**config.mk**
```make
export PLATFORM = sky130hd
export DESIGN_NAME = chip8_keypad_scan
export DESIGN_NICKNAME = d
export VERILOG_FILES = /design/src/rtl/chip8_pkg.sv /design/src/rtl/chip8_key_debounce.sv /design/src/rtl/chip8_keypad_scan.sv
export SDC_FILE = /design/constraint.sdc
export NUM_CORES = 1
export LEC_CHECK = 0
export BUFFER_PORTS_ARGS = -buffer_cell sky130_fd_sc_hd__buf_2
export CAP_MARGIN = 25
export CORE_MARGIN = 2
export CORE_UTILIZATION = 50
export DETAILED_ROUTE_END_ITERATION = 10
export PLACE_DENSITY = 0.65
export SKIP_LAST_GASP = 1
export SLEW_MARGIN = 10
export SYNTH_ARGS = -nofsm -noshare
export SYNTH_HDL_FRONTEND = slang
export SYNTH_SLANG_ARGS = --single-unit
export TNS_END_PERCENT = 20
```
**constraint.sdc**
```tcl
create_clock -name clk -period 6.5 [get_ports clk]
set_input_delay 1.3 -clock clk [delete_from_list [all_inputs] [get_ports clk]]
set_output_delay 1.3 -clock clk [all_outputs]
set_load 0.02 [all_outputs]
```
**src/rtl/chip8_pkg.sv**
```systemverilog
// Shared CHIP-8 keypad definitions: key count, scan FSM states, matrix-to-hex map.
// Latency: n/a (types and constants only).
// Backpressure: n/a.
package chip8_pkg;

  localparam int NUM_KEYS = 16;

  typedef enum logic [1:0] {
    S_SETTLE = 2'd0,
    S_SAMPLE = 2'd1,
    S_UPDATE = 2'd2
  } scan_state_e;

  // Matrix position {row[1:0], col[1:0]} -> hex key code; element 0 is (r0, c0).
  localparam logic [15:0][3:0] KEYPAD_MAP = {
    4'hF, 4'hB, 4'h0, 4'hA,   // row 3: cols 3..0
    4'hE, 4'h9, 4'h8, 4'h7,   // row 2
    4'hD, 4'h6, 4'h5, 4'h4,   // row 1
    4'hC, 4'h3, 4'h2, 4'h1    // row 0
  };

endpackage

```
**src/rtl/chip8_key_debounce.sv**
```systemverilog
// Per-key debouncer: flips key_q after DEBOUNCE_SCANS consecutive disagreeing scans.
// Latency: key_q and rose update one cycle after the update_en cycle that decides the flip.
// Backpressure: none; evaluates only on update_en, otherwise holds state.
module chip8_key_debounce #(
  parameter int unsigned DEBOUNCE_SCANS = 4
) (
  input  logic clk,
  input  logic reset,
  input  logic raw_bit,
  input  logic update_en,
  output logic key_q,
  output logic rose
);

  localparam int unsigned CW = $clog2(DEBOUNCE_SCANS + 1);

  logic [CW-1:0] cnt_q, cnt_d;
  logic          key_d;
  logic          rose_q, rose_d;

  // Debounce step: agreement clears the run, enough disagreement flips the key.
  always_comb begin
    cnt_d  = cnt_q;
    key_d  = key_q;
    rose_d = 1'b0;
    if (update_en) begin
      if (raw_bit == key_q) begin
        cnt_d = '0;
      end else if (CW'(cnt_q + CW'(1)) == CW'(DEBOUNCE_SCANS)) begin
        key_d  = ~key_q;
        cnt_d  = '0;
        rose_d = ~key_q;
      end else begin
        cnt_d = cnt_q + CW'(1);
      end
    end
  end

  // Debounce state registers.
  always_ff @(posedge clk or posedge reset) begin
    if (reset) begin
      cnt_q  <= '0;
      key_q  <= 1'b0;
      rose_q <= 1'b0;
    end else begin
      cnt_q  <= cnt_d;
      key_q  <= key_d;
      rose_q <= rose_d;
    end
  end

  assign rose = rose_q;

endmodule

```
**src/rtl/chip8_keypad_scan.sv**
```systemverilog
// 4x4 hex keypad scanner: column drive, row sync, per-key debounce, new-press event.
// Latency: full scan = 4*(SCAN_DIV+1)+1 cycles; keys/press_valid update the cycle after S_UPDATE.
// Backpressure: none; free-running scan, press_valid is a single-cycle pulse with no handshake.
module chip8_keypad_scan
  import chip8_pkg::*;
#(
  parameter int unsigned SCAN_DIV       = 1000,
  parameter int unsigned DEBOUNCE_SCANS = 4
) (
  input  logic        clk,
  input  logic        reset,
  input  logic [3:0]  row_in,
  output logic [3:0]  col_out,
  output logic [15:0] keys,
  output logic        press_valid,
  output logic [3:0]  press_code
);

  localparam int unsigned DW = $clog2(SCAN_DIV);

  scan_state_e         state_q, state_d;
  logic [1:0]          col_q, col_d;
  logic [DW-1:0]       div_cnt_q, div_cnt_d;
  logic [3:0]          sync1_q, sync2_q;
  logic [15:0]         raw_q, raw_d;
  logic [NUM_KEYS-1:0] rose;
  logic                update_en;
  logic [3:0]          enc_code;
  logic [3:0]          press_code_q, press_code_d;

  // Two-flop synchronizer; idle (pulled-up) rows read as 1.
  always_ff @(posedge clk or posedge reset) begin
    if (reset) begin
      sync1_q <= 4'hF;
      sync2_q <= 4'hF;
    end else begin
      sync1_q <= row_in;
      sync2_q <= sync1_q;
    end
  end

  // Scan FSM: settle on a column, sample its rows, then debounce after column 3.
  always_comb begin
    state_d   = state_q;
    col_d     = col_q;
    div_cnt_d = div_cnt_q;
    raw_d     = raw_q;
    col_out   = 4'hF;
    case (state_q)
      S_SETTLE: begin
        col_out = ~(4'b0001 << col_q);
        if (div_cnt_q == DW'(SCAN_DIV - 1)) begin
          state_d = S_SAMPLE;
        end else begin
          div_cnt_d = div_cnt_q + DW'(1);
        end
      end
      S_SAMPLE: begin
        col_out = ~(4'b0001 << col_q);
        for (int r = 0; r < 4; r++) begin
          raw_d[KEYPAD_MAP[{2'(r), col_q}]] = ~sync2_q[r];
        end
        if (col_q == 2'd3) begin
          state_d = S_UPDATE;
        end else begin
          col_d     = col_q + 2'd1;
          div_cnt_d = '0;
          state_d   = S_SETTLE;
        end
      end
      S_UPDATE: begin
        col_d     = 2'd0;
        div_cnt_d = '0;
        state_d   = S_SETTLE;
      end
      default: begin
        state_d = S_SETTLE;
      end
    endcase
  end

  // Scan FSM and raw snapshot registers.
  always_ff @(posedge clk or posedge reset) begin
    if (reset) begin
      state_q   <= S_SETTLE;
      col_q     <= 2'd0;
      div_cnt_q <= '0;
      raw_q     <= '0;
    end else begin
      state_q   <= state_d;
      col_q     <= col_d;
      div_cnt_q <= div_cnt_d;
      raw_q     <= raw_d;
    end
  end

  assign update_en = (state_q == S_UPDATE);

  for (genvar g = 0; g < NUM_KEYS; g++) begin : g_key
    chip8_key_debounce #(
      .DEBOUNCE_SCANS(DEBOUNCE_SCANS)
    ) u_debounce (
      .clk      (clk),
      .reset    (reset),
      .raw_bit  (raw_q[g]),
      .update_en(update_en),
      .key_q    (keys[g]),
      .rose     (rose[g])
    );
  end

  // Lowest-index rising key wins; code holds its last value between pulses.
  always_comb begin
    enc_code = 4'd0;
    for (int i = NUM_KEYS - 1; i >= 0; i--) begin
      if (rose[i]) begin
        enc_code = 4'(i);
      end
    end
    press_code_d = press_valid ? enc_code : press_code_q;
  end

  // Last reported press code.
  always_ff @(posedge clk or posedge reset) begin
    if (reset) begin
      press_code_q <= 4'd0;
    end else begin
      press_code_q <= press_code_d;
    end
  end

  assign press_valid = |rose;
  assign press_code  = press_code_d;

endmodule

```
==> results.yml, run 1 <==
worst_setup_path:
  regToRegSetupSlack_ps: 3940
  cp_cell_sequence: "nor4_1 -> nand3_1 -> a31oi_1 -> buf_2"
  crit_buf_inv: 1
  slowest_delay_ps: 520
  critPathArrivalTime_ps: 2030
  end_kind: "output pin"
  ff2ff_path_depth: 5
  startpoint_type: "register"
  r2r-end: "g_key[14].u_debounce.rose"
  required_ps: 5200
  r2r_start: "state_q[0]"
  cp_slowest_cell: "nor4_1"
  cp_top_family: "simple AND/OR/NAND/NOR gates"
  worst-setup-path-type: "register to output pin"
  crit_fanout: 4
sta:
  finClkSkew_ps: 4.42
  fin_setup_tns_ps: 0
  finalSetupViolations: 0
  layout_setup_ws_ps: 3170
  drv_slew: 0
  fmax_mhz: 300
  period_minus_slack_ps: 3330
  relSlewSlack_pct: 38.2
  worst_pin_slew_ps: 927
  min_period_over_period_pct: 51.3
  finalHoldViolations: 0
  rsz0062_at_grt: "no"
cts:
  clock_path_buffers: 2
  clockRootBuffer: "clkbuf_16"
  htreeDepth: 4
  holdBufCountCts: 0
  clk_pin_slew_ps: 60
  tritoncts: "done"
  cts.sink_count: 122
  clock_latency_ps: 420
  ctsResizeCount: 0
  cts_buffers: 17
  post-cts-setup-buffers: 0
logic_synthesis:
  syn_area_sq_um: 6320
  synth-seq-cells: 122
  synth_top_area_share_pct: 45.1
  yosys-top-cells-area: "dfrtp_1 (45%), ha_1 (8.9%), mux2_2 (6.8%), nand2_1 (5.1%), dfstp_2 (3.3%)"
  yosysUniqueCellTypes: 42
  syn-num-nets: 653
  ys_warn_count: 0
  syn_avg_cell_area_sq_um: 10.5
  yosys.area.top_type: "dfrtp_1"
  netlist_instances: 602
  yosysSeqAreaShare_pct: 48.4
placement:
  dpl_cell_area_sq_um: 6510
  place_ws_ps: 3620
  hpwl_um: 8160
  place.gp.congestion: 0.823
  io_buffer_count: 30
drt:
  drt-pass1-iter-count: 4
  drcViolationCount: 0
  final_antenna_net_count: 0
  drtIter0Drc: 345
  vias_per_cell: 5.43
  wirelength_um: 11800
  vias: 4379
  wl_per_cell_um: 14.7
floorplan:
  core_area_sq_um: 12500
  die_x_um: 116
  rows: 41
  die_area_sq_um: 13600
  die_h_um: 116
  initial_core_util_pct: 50.7
  io_pins: 31
grt:
  grt_pass1_vias: 4316
  antenna_found_initial: 0
  grt_overflow: 0
  grt_max_degree: 76
  grt_pass1_wl_um: 20100
  grt_use_total_pct: 19.2
min_path:
  min_to: "sync2_q[1]"
  hold_path_startpoint: "sync1_q[1]"
  hold_path_class: "register to register"
  hold_depth: 0
layout:
  final_common_cell: "dfrtp_1"
  fin_area_sq_um: 7090
  most-common-layout-cells: "dfrtp_1 (114), nand2_1 (86), ha_1 (44), mux2_2 (38), o21ai_0 (32)"
  finalNetCount: 672
  area_growth_syn_to_layout_pct: 12.1
  drive_gt1_share_pct: 18.1
  diodes: 0
  fillCellCount: 1061
outcome:
  status: "complete, no violations"
flow_run:
  maxCapViolCount: 0
pwr:
  powerDensity_nw_per_um2: 239
  peakVddDrop_uv: 210
  leakage_nw: 3.44
-- Yosys cell counts, drive strengths merged --
master and number:
and2 15, a221o 1, and3 4, nand3b 1
dfstp 8, mux2i 2, nor2b 1, nor4 14
a21o 12, o31ai 19, nand4 1, a31oi 7
nor3b 16, o21ai 32, ha 45, dfrtp 114
nor4b 1, o21a 2, a21oi 6, xnor2 16
mux2 38, nand3 8, o31a 1, nand2b 9
or2 1, o22ai 20, or2b 1, nor3 19
nand2 86, inv 29, nor2 16, clkbuf 10
xor2 15, or3 1, a21boi 1, buf 22
o41ai 8
-- cell families after synthesis --
| logic type | after synthesis | share of synthesized area (%) |
|---|---|---|
| flops | 122 | 48.4 |
| xor+xnor | 31 | 4.29 |
| simple gates | 194 | 15.2 |
| mux | 40 | 7.08 |
| buf+inv | 61 | 4.85 |
| fa+ha+maj | 45 | 8.91 |
| compound gates | 109 | 11.2 |
-- how the worst max path moves through the flow --
stage                              start                            end  slack (ps)  cells past startpoint
4_1_cts        g_key[13].u_debounce.rose                  press_code[0]        3170                      4
5_1_grt        g_key[13].u_debounce.rose                  press_code[0]        2880                      4
2_1_floorplan                      reset                       col_q[0]        1970                      1
6_report       g_key[13].u_debounce.rose                  press_code[0]        3170                      4
3_5_place_dp                       reset                      raw_q[14]        3620                      3
3_3_place_gp                       reset  g_key[13].u_debounce.cnt_q[2]        3670                      3
-- registers in the layout, indices dropped and copies added (netlist names) --
| name | flops |
|---|---|
| col_q | 2 |
| sync2_q | 4 |
| sync1_q | 4 |
| press_code_q | 4 |
| g_key.u_debounce.key_q | 16 |
| state_q | 2 |
| g_key.u_debounce.cnt_q | 48 |
| div_cnt_q | 10 |
| raw_q | 16 |
| g_key.u_debounce.rose | 16 |
-- final cells by class --
cell class | count | area, sq um | share of cell area [%]
clock inverters | 15 | 154 | 2.17
clock buffers | 17 | 425 | 6.00
flip-flops and latches | 122 | 3060 | 43.2
multi-input cells | 419 | 2960 | 41.7
well taps | 172 | 215 | 3.04
repair buffers | 32 | 165 | 2.33
inverters | 29 | 111 | 1.57
-- power breakdown --
group          switching [mW]  internal (mW)  total (mW)
Combinational          0.0163        0.00324      0.0196
Sequential            0.00286          0.765       0.768
Clock                   0.349          0.562       0.911
-- stage by stage --
step | util [%] | power, mW | hold slack, ps | cells
after floorplan | - | 0.793 | 345 | 602
after global routing | 56.9 | 1.75 | 362 | 806
after CTS | 56.9 | 1.72 | 357 | 806
after detailed placement | 52.2 | 0.801 | 349 | 774
final | 56.9 | 1.70 | 356 | 806
after global placement | 52.2 | 0.801 | 348 | 774
-- per-layer routing --
metal	vias to the layer above	global-route usage, %	part of all wire, %
met5	-	0	0
met4	0	6.98	1.7
met3	20	5.76	3.6
met2	84	32.0	49
met1	2133	23.8	46
li1	2142	-	-
No activity file was read; power rests on OpenSTA's default activity.
==> run 2, diff against run 1 <==
--- a/config.mk
+++ b/config.mk
@@ -5,12 +5,13 @@
 export SDC_FILE = /design/constraint.sdc
 export NUM_CORES = 1
 export LEC_CHECK = 0
+export ABC_AREA = 1
 export BUFFER_PORTS_ARGS = -buffer_cell sky130_fd_sc_hd__buf_2
 export CAP_MARGIN = 25
 export CORE_MARGIN = 2
 export CORE_UTILIZATION = 50
 export DETAILED_ROUTE_END_ITERATION = 10
-export PLACE_DENSITY = 0.65
+export PLACE_DENSITY = 0.68
 export SKIP_LAST_GASP = 1
 export SLEW_MARGIN = 10
 export SYNTH_ARGS = -nofsm -noshare
==> constraint.sdc (replaced) <==
create_clock -name clk -period 2.9 [get_ports clk]
set_input_delay 0.58 -clock clk [delete_from_list [all_inputs] [get_ports clk]]
set_output_delay 0.58 -clock clk [all_outputs]
set_load 0.02 [all_outputs]
==> run 2 against run 1 <==
Flip-flop and latch count unchanged. Worst hold slack lost 140 ps. Critical path depth is 2 higher. Combinational power rose by 140%.
==> results.yml, run 2 <==
outcome:
  status: "complete, no violations"
worst_setup_path:
  cp_slowest_cell: "dfrtp_1"
  cp_top_family: "simple AND/OR/NAND/NOR gates"
  crit_fanout: 4
  crit_top_cell: "nand2_1"
  required_ps: 2320
  critPathArrivalTime_ps: 1890
  cp_cell_sequence: "nor4_1 -> nand2_1 -> nor2_1 -> nand2_1 -> o21ai_0 -> buf_2"
  crit_buf_inv: 1
  startpoint_type: "register"
  end_kind: "output pin"
  regToRegSetupSlack_ps: 930
  slowest_delay_ps: 370
  worst-setup-path-type: "register to output pin"
logic_synthesis:
  syn-num-nets: 684
  ys_warn_count: 0
  synthAdderAreaFrac_pct: 9.25
  async_flop_share_pct: 100
  yosysUniqueCellTypes: 37
  yosysSeqAreaShare_pct: 50.3
  synth-seq-cells: 122
  yosysMostFrequentCell: "nand2_1"
  yosys-top-cells-area: "dfrtp_1 (47%), ha_1 (9.3%), nand2_1 (7.5%), xnor2_1 (4.6%), inv_1 (4.5%)"
  synth_compound_area_share_pct: 11.0
  ys_top_cells_by_count: "nand2_1 (121), dfrtp_1 (114), inv_1 (73)"
  synth_top_area_share_pct: 46.9
  yosys.area.top_type: "dfrtp_1"
  synthXorXnorAreaFrac_pct: 7.05
  muxShareOfSynthArea_pct: 0
  synth_top_family_by_area: "simple AND/OR/NAND/NOR gates"
  synth_simple_gate_area_share_pct: 14.9
  synth_edf_count: 0
  syn_avg_cell_area_sq_um: 9.61
  yosys_most_used_dff: "dfrtp_1"
  syn_area_sq_um: 6080
  netlist_instances: 633
drt:
  vias: 4248
  wirelength_um: 11400
  wl_met3_um: 535
  wl_per_cell_um: 14.0
  drcViolationCount: 0
  drt-pass1-iter-count: 4
  wl_met1_um: 5250
  vias_per_cell: 5.18
  met2WireLength_um: 5470
  top_layer: "met4"
  drtIter0Drc: 259
  final_antenna_net_count: 0
floorplan:
  die_x_um: 114
  core_area_sq_um: 12000
  die_h_um: 114
  die_area_sq_um: 13100
  initial_core_util_pct: 50.9
  rows: 40
  io_pins: 31
pwr:
  pwr-share-clk_pct: 54.4
  p_sw_share_pct: 19.8
  seq_power_share_pct: 44.3
  p_switching_mw: 0.768
  powerDensity_nw_per_um2: 562
  combPwrFrac_pct: 1.2
  p_int_mw: 3.11
  leakage_nw: 3.57
  peakVddDrop_uv: 366
layout:
  largest_register_ffs: 48
  most-common-layout-cells: "nand2_1 (121), dfrtp_1 (114), inv_1 (72), nor2_1 (52), ha_1 (45)"
  finalNetCount: 711
  regMostFlops: "g_key.u_debounce.cnt_q"
  post-route-util_pct: 57.7
  drive_gt1_share_pct: 13.1
  diodes: 0
  final_common_cell: "nand2_1"
  area_growth_syn_to_layout_pct: 13.5
  fin_area_sq_um: 6910
cts:
  tritoncts: "done"
  post-cts-setup-buffers: 0
  holdBufCountCts: 0
  clock_path_buffers: 2
  clock_latency_ps: 420
  clk_pin_slew_ps: 50
  cts.sink_count: 122
  ctsResizeCount: 0
  cts_buffers: 17
  clockRootBuffer: "clkbuf_16"
  htreeDepth: 4
min_path:
  hold_path_class: "primary input to async pin"
grt:
  grt_max_degree: 69
  grt_pass1_wl_um: 20200
  grt_use_total_pct: 20.0
  antenna_found_initial: 0
  grt_overflow: 0
  grt_pass1_vias: 4376
placement:
  place.gp.congestion: 0.837
  io_buffer_count: 30
  hpwl_um: 7990
  dpl_cell_area_sq_um: 6320
sta:
  drv_slew: 0
  rsz0062_at_grt: "no"
  finClkSkew_ps: 5.31
  fmax_mhz: 405
  relSlewSlack_pct: 63.8
  finalSetupViolations: 0
  min_period_over_period_pct: 85.2
  finalHoldViolations: 0
  worst_pin_slew_ps: 541
  fin_setup_tns_ps: 0
  period_minus_slack_ps: 2470
flow_run:
  maxCapViolCount: 0
[run 2: power by group through the flow]
stage / logic, mW / registers [mW] / clock network (mW)
final: 0.0478 / 1.72 / 2.11
after CTS: 0.0511 / 1.72 / 2.15
after global routing: 0.0576 / 1.72 / 2.23
after floorplan: 0.0291 / 1.75 / 0
after global placement: 0.0497 / 1.75 / 0
after detailed placement: 0.0509 / 1.75 / 0
[run 2: logic make-up after synthesis]
| kind of cell | after synthesis |
|---|---|
| AOI/OAI and AO/OA | 101 |
| and+or+nand+nor | 214 |
| adders and majority gates | 45 |
| xor gates and xnor gates | 49 |
| buffers and inverters | 102 |
| DFF | 122 |
[run 2: final timing paths]
path / startpoint / end / cells past startpoint
worst min register to register: sync1_q[1] / sync2_q[1] / 0
worst max register to register: col_q[0] / div_cnt_q[4] / 9
worst max-delay path: g_key[10].u_debounce.rose / press_code[2] / 6
worst min-delay path: reset / g_key[5].u_debounce.cnt_q[1] / 2
min in group clk: row_in[1] / sync1_q[1] / 1
max in group asynchronous: reset / g_key[15].u_debounce.cnt_q[1] / 3
[run 2: metrics by stage]
stage	total power, mW	instances	worst slack (ps)	hold slack (ps)
floorplan	1.78	633	829	345
global placement	1.80	788	921	346
detailed placement	1.80	788	842	347
CTS	3.92	820	400	219
global route	4.00	820	209	244
finish	3.88	820	430	212
[run 2: layout make-up]
class | count | area [sq um]
tap | 147 | 184
fill | 1034 | 5050
sequential | 122 | 3060
clock inverter | 9 | 123
clock buffer | 23 | 468
timing repair buffer | 34 | 205
multi-input combinational | 409 | 2570
inverter | 76 | 293
[run 2: worst reg2reg max path: cells and delay by family (launching register included)]
kind                     cells  cell delay (ps)
adder cells (fa/ha/maj)      1              360
buffers and inverters        1               60
flip-flops                   1              510
AND/OR/NAND/NOR              7              940
[run 2: layer usage]
metal	vias up	global-route usage, %
met4	0	9.19
met1	2046	24.7
met2	76	32.5
li1	2110	-
met3	16	5.72
met5	-	0
